## src/rtl/turbo_block_encoder_pkg.sv

```systemverilog
// Shared constants, encoder FSM states and the row-column
// interleaver index, used by the RTL and by reference models.
package turbo_pkg;

  localparam logic [2:0] G_FB = 3'o7;
  localparam logic [2:0] G_FF = 3'o5;
  localparam int TAIL_STEPS = 2;

  typedef enum logic [1:0] {
    S_IDLE,
    S_DATA,
    S_TAIL1,
    S_TAIL2
  } enc_state_e;

  function automatic int pi_index(int i, int r, int c);
    return (i % r) * c + i / r;
  endfunction

endpackage

```

## src/rtl/turbo_block_encoder_if.sv

```systemverilog
// Byte input and coded-bit output handshakes of the
// turbo block encoder.
interface turbo_block_encoder_if;

  logic [7:0] in_data;
  logic       in_valid;
  logic       in_ready;
  logic       out_bit;
  logic       out_valid;
  logic       out_ready;
  logic       out_first;
  logic       out_last;

  modport master (
    output in_data, in_valid, out_ready,
    input  in_ready, out_bit, out_valid,
    input  out_first, out_last
  );

  modport slave (
    input  in_data, in_valid, out_ready,
    output in_ready, out_bit, out_valid,
    output out_first, out_last
  );

endinterface

```

## src/rtl/turbo_block_encoder_rsc.sv

```systemverilog
// One recursive systematic constituent (7/5) with
// trellis termination driven by its own feedback.
module rsc_term_core
  import turbo_pkg::*;
(
  input  logic clk,
  input  logic rst,
  input  logic clear,
  input  logic step,
  input  logic terminate,
  input  logic d,
  output logic sys_out,
  output logic par_out
);

  logic s1_q, s1_d;
  logic s2_q, s2_d;
  logic fb, a;

  always_comb begin
    fb = (G_FB[1] & s1_q) ^ (G_FB[0] & s2_q);
    // terminating input cancels the feedback, forcing a = 0
    sys_out = terminate ? fb : d;
    a = sys_out ^ fb;
    par_out = (G_FF[2] & a)
            ^ (G_FF[1] & s1_q)
            ^ (G_FF[0] & s2_q);
    s1_d = s1_q;
    s2_d = s2_q;
    if (clear) begin
      s1_d = 1'b0;
      s2_d = 1'b0;
    end else if (step) begin
      s1_d = a;
      s2_d = s1_q;
    end
  end

  always_ff @(posedge clk) begin
    if (!rst) begin
      s1_q <= 1'b0;
      s2_q <= 1'b0;
    end else begin
      s1_q <= s1_d;
      s2_q <= s2_d;
    end
  end

endmodule

```

## src/rtl/turbo_block_encoder.sv

```systemverilog
// Ping-pong block buffer, row-column interleaver, two
// terminated RSC constituents and a 3-bit serialiser.
module turbo_block_encoder
  import turbo_pkg::*;
#(
  parameter int K          = 8,
  parameter int INTLV_ROWS = 2
) (
  input  logic clk,
  input  logic rst,
  input  logic rate_half,
  output logic busy,
  turbo_block_encoder_if.slave bus
);

  localparam int C  = K / INTLV_ROWS;
  localparam int NB = K / 8;
  localparam int IW = $clog2(K);
  localparam int BW = (NB > 1) ? $clog2(NB) : 1;

  enc_state_e        state_q, state_d;
  logic [1:0][K-1:0] buf_q, buf_d;
  logic [1:0]        full_q, full_d;
  logic              fill_sel_q, fill_sel_d;
  logic              enc_sel_q, enc_sel_d;
  logic [BW-1:0]     byte_cnt_q, byte_cnt_d;
  logic [IW-1:0]     step_q, step_d;
  logic              rate_q, rate_d;
  logic [2:0]        sr_q, sr_d;
  logic [2:0]        fm_q, fm_d;
  logic [2:0]        lm_q, lm_d;
  logic [1:0]        cnt_q, cnt_d;

  logic          in_ready, out_valid;
  logic          accept, pop, can_load;
  logic          done, start, blk_sel;
  logic          step_dat, step_t1, step_t2;
  logic          rate_eff, clr;
  logic [IW-1:0] idx, pidx;
  logic          u_sys, u_int;
  logic          sys1, par1, sys2, par2;

  assign in_ready      = rst & ~full_q[fill_sel_q];
  assign out_valid     = (cnt_q != 2'd0);
  assign bus.in_ready  = in_ready;
  assign bus.out_valid = out_valid;
  assign bus.out_bit   = sr_q[0];
  assign bus.out_first = fm_q[0] & out_valid;
  assign bus.out_last  = lm_q[0] & out_valid;
  assign busy = (|full_q) | (state_q != S_IDLE);

  always_comb begin
    accept   = bus.in_valid & in_ready;
    pop      = out_valid & bus.out_ready;
    can_load = (cnt_q == 2'd0)
             | ((cnt_q == 2'd1) & bus.out_ready);
    done = (state_q == S_TAIL2)
         & (step_q == IW'(TAIL_STEPS))
         & pop & lm_q[0];
    // the next block starts on the same edge its predecessor drains
    blk_sel = done ? ~enc_sel_q : enc_sel_q;
    start = ((state_q == S_IDLE) | done)
          & full_q[blk_sel] & can_load;
    step_dat = start
             | ((state_q == S_DATA) & can_load);
    step_t1 = (state_q == S_TAIL1) & can_load;
    step_t2 = (state_q == S_TAIL2)
            & (step_q < IW'(TAIL_STEPS)) & can_load;
    rate_eff = start ? rate_half : rate_q;
    idx   = start ? '0 : step_q;
    pidx  = IW'(pi_index(int'(idx), INTLV_ROWS, C));
    u_sys = buf_q[blk_sel][idx];
    u_int = buf_q[blk_sel][pidx];
    clr   = (state_q == S_IDLE) & ~start;
  end

  rsc_term_core u_enc1 (
    .clk       (clk),
    .rst       (rst),
    .clear     (clr),
    .step      (step_dat | step_t1),
    .terminate (step_t1),
    .d         (u_sys),
    .sys_out   (sys1),
    .par_out   (par1)
  );

  rsc_term_core u_enc2 (
    .clk       (clk),
    .rst       (rst),
    .clear     (clr),
    .step      (step_dat | step_t2),
    .terminate (step_t2),
    .d         (u_int),
    .sys_out   (sys2),
    .par_out   (par2)
  );

  always_comb begin
    state_d   = state_q;
    step_d    = step_q;
    rate_d    = rate_q;
    enc_sel_d = blk_sel;
    unique case (state_q)
      S_IDLE: begin
        if (start) begin
          state_d = S_DATA;
          step_d  = IW'(1);
          rate_d  = rate_half;
        end
      end
      S_DATA: begin
        if (step_dat) begin
          if (step_q == IW'(K - 1)) begin
            state_d = S_TAIL1;
            step_d  = '0;
          end else begin
            step_d = step_q + IW'(1);
          end
        end
      end
      S_TAIL1: begin
        if (step_t1) begin
          if (step_q == IW'(TAIL_STEPS - 1)) begin
            state_d = S_TAIL2;
            step_d  = '0;
          end else begin
            step_d = step_q + IW'(1);
          end
        end
      end
      S_TAIL2: begin
        if (step_t2) begin
          step_d = step_q + IW'(1);
        end else if (done) begin
          if (start) begin
            state_d = S_DATA;
            step_d  = IW'(1);
            rate_d  = rate_half;
          end else begin
            state_d = S_IDLE;
            step_d  = '0;
          end
        end
      end
      default: ;
    endcase

    buf_d      = buf_q;
    full_d     = full_q;
    fill_sel_d = fill_sel_q;
    byte_cnt_d = byte_cnt_q;
    if (accept) begin
      for (int n = 0; n < NB; n++) begin
        if (byte_cnt_q == BW'(n))
          buf_d[fill_sel_q][8*n +: 8] = bus.in_data;
      end
      if (byte_cnt_q == BW'(NB - 1)) begin
        full_d[fill_sel_q] = 1'b1;
        fill_sel_d = ~fill_sel_q;
        byte_cnt_d = '0;
      end else begin
        byte_cnt_d = byte_cnt_q + BW'(1);
      end
    end
    if (done)
      full_d[enc_sel_q] = 1'b0;

    sr_d  = sr_q;
    fm_d  = fm_q;
    lm_d  = lm_q;
    cnt_d = cnt_q;
    if (pop) begin
      sr_d  = sr_q >> 1;
      fm_d  = fm_q >> 1;
      lm_d  = lm_q >> 1;
      cnt_d = cnt_q - 2'd1;
    end
    unique case (1'b1)
      step_dat: begin
        fm_d = {2'b00, start};
        lm_d = '0;
        if (!rate_eff) begin
          sr_d  = {par2, par1, sys1};
          cnt_d = 2'd3;
        end else begin
          sr_d  = {1'b0, idx[0] ? par2 : par1, sys1};
          cnt_d = 2'd2;
        end
      end
      step_t1: begin
        sr_d  = {1'b0, par1, sys1};
        cnt_d = 2'd2;
        fm_d  = '0;
        lm_d  = '0;
      end
      step_t2: begin
        sr_d  = {1'b0, par2, sys2};
        cnt_d = 2'd2;
        fm_d  = '0;
        lm_d  = (step_q == IW'(TAIL_STEPS - 1))
              ? 3'b010 : 3'b000;
      end
      default: ;
    endcase
  end

  always_ff @(posedge clk) begin
    if (!rst) begin
      state_q    <= S_IDLE;
      buf_q      <= '0;
      full_q     <= '0;
      fill_sel_q <= 1'b0;
      enc_sel_q  <= 1'b0;
      byte_cnt_q <= '0;
      step_q     <= '0;
      rate_q     <= 1'b0;
      sr_q       <= '0;
      fm_q       <= '0;
      lm_q       <= '0;
      cnt_q      <= '0;
    end else begin
      state_q    <= state_d;
      buf_q      <= buf_d;
      full_q     <= full_d;
      fill_sel_q <= fill_sel_d;
      enc_sel_q  <= enc_sel_d;
      byte_cnt_q <= byte_cnt_d;
      step_q     <= step_d;
      rate_q     <= rate_d;
      sr_q       <= sr_d;
      fm_q       <= fm_d;
      lm_q       <= lm_d;
      cnt_q      <= cnt_d;
    end
  end

endmodule
```

## src/flat_wrapper.sv

```systemverilog
// flat-port wrapper written by rule: the top's interface ports become plain ports
module turbo_block_encoder_flat import turbo_pkg::*;
#(
  parameter int K          = 8,
  parameter int INTLV_ROWS = 2
)
  (clk, rst, rate_half, busy, bus_in_data, bus_in_valid, bus_out_ready, bus_in_ready, bus_out_bit, bus_out_valid, bus_out_first, bus_out_last);
  turbo_block_encoder_if bus_i ();
  input  logic clk;
  input  logic rst;
  input  logic rate_half;
  output logic busy;
  input wire logic [$bits(bus_i.in_data)-1:0] bus_in_data;
  input wire logic [$bits(bus_i.in_valid)-1:0] bus_in_valid;
  input wire logic [$bits(bus_i.out_ready)-1:0] bus_out_ready;
  output wire logic [$bits(bus_i.in_ready)-1:0] bus_in_ready;
  output wire logic [$bits(bus_i.out_bit)-1:0] bus_out_bit;
  output wire logic [$bits(bus_i.out_valid)-1:0] bus_out_valid;
  output wire logic [$bits(bus_i.out_first)-1:0] bus_out_first;
  output wire logic [$bits(bus_i.out_last)-1:0] bus_out_last;
  assign bus_i.in_data = bus_in_data;
  assign bus_i.in_valid = bus_in_valid;
  assign bus_i.out_ready = bus_out_ready;
  assign bus_in_ready = bus_i.in_ready;
  assign bus_out_bit = bus_i.out_bit;
  assign bus_out_valid = bus_i.out_valid;
  assign bus_out_first = bus_i.out_first;
  assign bus_out_last = bus_i.out_last;
  turbo_block_encoder #(.K(K), .INTLV_ROWS(INTLV_ROWS)) u_core (.clk(clk), .rst(rst), .rate_half(rate_half), .busy(busy), .bus(bus_i));
endmodule
```

## config.mk

```make
export PLATFORM = sky130hd
export DESIGN_NAME = turbo_block_encoder_flat
export DESIGN_NICKNAME = d
export VERILOG_FILES = /design/src/rtl/turbo_block_encoder_pkg.sv /design/src/rtl/turbo_block_encoder_if.sv /design/src/rtl/turbo_block_encoder_rsc.sv /design/src/rtl/turbo_block_encoder.sv /design/src/flat_wrapper.sv
export SDC_FILE = /design/constraint.sdc
export NUM_CORES = 1
export LEC_CHECK = 0
export ABC_AREA = 1
export CAP_MARGIN = 20
export CORE_AREA = 4 4 73 75
export DETAILED_ROUTE_END_ITERATION = 8
export DIE_AREA = 0 0 77 79
export PLACE_DENSITY = 0.69
export SLEW_MARGIN = 30
export SYNTH_ARGS = -nofsm -noshare
export SYNTH_HDL_FRONTEND = slang
export SYNTH_SLANG_ARGS = --single-unit
```

## constraint.sdc

```tcl
create_clock -name clk -period 3.2 [get_ports clk]
set_input_delay 0.96 -clock clk [delete_from_list [all_inputs] [get_ports clk]]
set_output_delay 0.96 -clock clk [all_outputs]
set_load 0.05 [all_outputs]
```

==> out/metrics.yaml <==
synth:
  synth_area_per_cell_um2: 6.66
  seq_area_frac_synth_pct: 32.9
  ys_ff_latch: 38
  synthCells: 347
  synth_area_leaders: "dfxtp_1, nand2_1, inv_1"
  synthesis.nets: 370
  synth_area_um2: 2310
  synth.yosys.warnings: 0
  yosysTopAreaCellShare_pct: 32.9
  synth_top_area_cell: "dfxtp_1"
  synth_cell_types: 32
placed_design:
  routabilityCongestion: 0.903
  post-place-ws_ns: -0.210
  dp_hpwl_um: 4190
  portBuffers: 18
  placedInstanceArea_um2: 2730
setup_path:
  worstPathCellList: "clkdlybuf4s50_1 > o21ai_0 > a21oi_1 > buf_12"
  crit_fanout: 2
  crit_required_ns: 2.24
  path_class: "in2out"
  cp-start-kind: "input port"
  slowest_stage: "clkdlybuf4s50_1"
  end_kind: "output pin"
  cpPeakStageDelay_ns: 0.51
  crit_arrival_ns: 2.04
die:
  core.rowCount: 25
  coreArea_um2: 4660
  fp.dieH_um: 79
  dieArea_um2: 6080
  num_io_pins: 19
  initial_utilization_pct: 49.6
  die_w_um: 77
final_layout:
  antenna_cells: 0
  syn_to_final_growth_pct: 23.9
  nets: 415
  drive_gt1_share_pct: 17.8
  fin_area_um2: 2860
  layout_common_cells: "nand2_1, inv_1, dfxtp_1"
  final_common_cell: "nand2_1"
  finish.utilization_pct: 61.4
timing:
  worstMarginPinSlew_ns: 0.501
  min_period_over_period_pct: 93.8
  fin_ws_ns: 0.198
  hold_viol: 0
  finalSetupViolations: 0
  fmax_ghz: 0.333
  rsz0062_at_grt: "no"
  finalCriticalPeriod_ns: 3.00
  slew_headroom_pct: 66.5
  fin_setup_tns_ns: 0
  slew_viol_final: 0
  fin_skew_ns: 0.00465
flow_run:
  maxCapViolations: 0
route:
  vias: 2239
  finalWirelength_um: 5380
  wl_per_cell_um: 12.0
  postRouteAntennaNets: 0
  drc: 0
  via_per_inst: 5.01
  drt_iter0_drc: 177
  dr.pass1.iters: 4
global_routing:
  grt_start_max_net_pins: 27
  grt_pass1_vias: 2160
  gr-total-overflow: 0
  grt_use_total_pct: 19.0
  antenna_found_initial: 0
  grt_pass1_wl_um: 9450
clock_tree:
  insertion_delay_ns: 0.29
  cts-hold-fix-buffers: 0
  cts.clk_slew.worst_paths_ns: 0.07
  tritoncts: "built"
  max-clock-path-buffers: 2
  h-tree-depth: 2
  cts_sinks: 38
  numCtsBuffers: 5
  cts-root-buf: "clkbuf_8"
power:
  peakVddDrop_mv: 0.384
  p_per_area_nw_per_um2: 770
  seq_power_share_pct: 27.8
  power_frac_clock_pct: 18.4
  combPwrFrac_pct: 53.9
  p_sw_share_pct: 42.1
  p_int_uw: 1280
  total_power_uw: 2210
  switchingPower_uw: 928
  power_leakage_uw: 0.00136
worst_hold_path:
  hold_class: "reg2reg"
run_status:
  status: "finished clean"
[per-stage QoR]
stage,instances,hold slack (ns)
floorplan,347,0.430
global placement,438,0.450
detailed placement,438,0.455
CTS,446,0.466
global route,447,0.485
finish,447,0.467
[kinds of logic (layout without fill, tap and decap cells)]
logic type,Yosys count,in the layout,share of synthesized area [%]
AO/OA/AOI/OAI,74,74,17.8
XOR/XNOR,2,2,0.758
AND/OR/NAND/NOR,155,155,31.5
flip-flops,38,38,32.9
buffers and inverters,68,114,11.6
adder cells (fa/ha/maj),10,10,5.41
[cells in the mapped netlist]
cell type,n
o21ai_2,1
nand3_1,24
nand3_4,1
nor2_2,4
inv_2,5
dfxtp_1,38
nand2_2,4
buf_6,1
nand3_2,7
o22ai_1,1
o221ai_1,2
nor3_1,3
a21oi_2,2
ha_1,10
nor2_4,2
o211ai_1,4
clkbuf_1,5
a31oi_1,2
nand2_1,72
buf_2,1
o21ai_0,33
a21oi_1,26
nand2_4,1
a211oi_1,2
nor2_1,32
inv_1,54
buf_4,1
xnor2_1,2
a2111oi_0,1
or2_2,1
clkinv_1,1
nand4_1,4
[power by group through the flow]
stage	clock, µW	combinational (µW)	sequential, µW
detailed placement	0	1180	622
finish	405	1190	613
floorplan	0	765	611
global route	442	1330	623
global placement	0	1160	621
CTS	421	1190	612
[per-layer routing]
| layer | global-route usage (%) | share of wire (%) | vias up |
|---|---|---|---|
| li1 | - | - | 1206 |
| met1 | 22.6 | 46 | 976 |
| met2 | 33.9 | 47 | 48 |
| met3 | 3.74 | 5.2 | 9 |
| met4 | 7.30 | 1.7 | 0 |
| met5 | 0 | 0 | - |
[registers in the layout, indices dropped and copies added (netlist names)]
signal              cells
u_core.u_enc2.s2_q      1
u_core.buf_q           16
u_core.state_q          2
u_core.u_enc1.s2_q      1
u_core.u_enc1.s1_q      1
u_core.cnt_q            2
u_core.full_q           2
u_core.fill_sel_q       1
u_core.lm_q             2
u_core.step_q           3
u_core.rate_q           1
u_core.sr_q             3
u_core.fm_q             1
u_core.u_enc2.s1_q      1
u_core.enc_sel_q        1
[critical path: cells and delay by family]
family / cells / cell delay (ns)
compound gates: 2 / 0.38
buf+inv: 2 / 0.69
[worst paths after layout]
path	startpoint	end	slack (ns)	depth (start not counted)
setup reg to reg	u_core.step_q[1]	u_core.sr_q[1]	0.43	21
setup / recovery	rst	bus_in_ready	0.20	4
hold / removal	u_core.buf_q[5]	u_core.buf_q[5]	0.47	2
hold reg to reg	u_core.buf_q[5]	u_core.buf_q[5]	0.47	2
[area by class of cell]
cell class,count,area (µm²)
well taps,54,67.6
fillers,444,1800
flip-flops and latches,38,761
inverters,60,225
multi-input cells,241,1300
clock buffers,6,72.6
repair buffers,46,403
clock inverters,2,37.5
[timing repair]
action,CTS,global route
buffers inserted,0,1
endpoints found under the setup margin,0,4
hold endpoints to repair,0,0
gates resized for setup,0,8
Power figures use the tool's default switching activity.
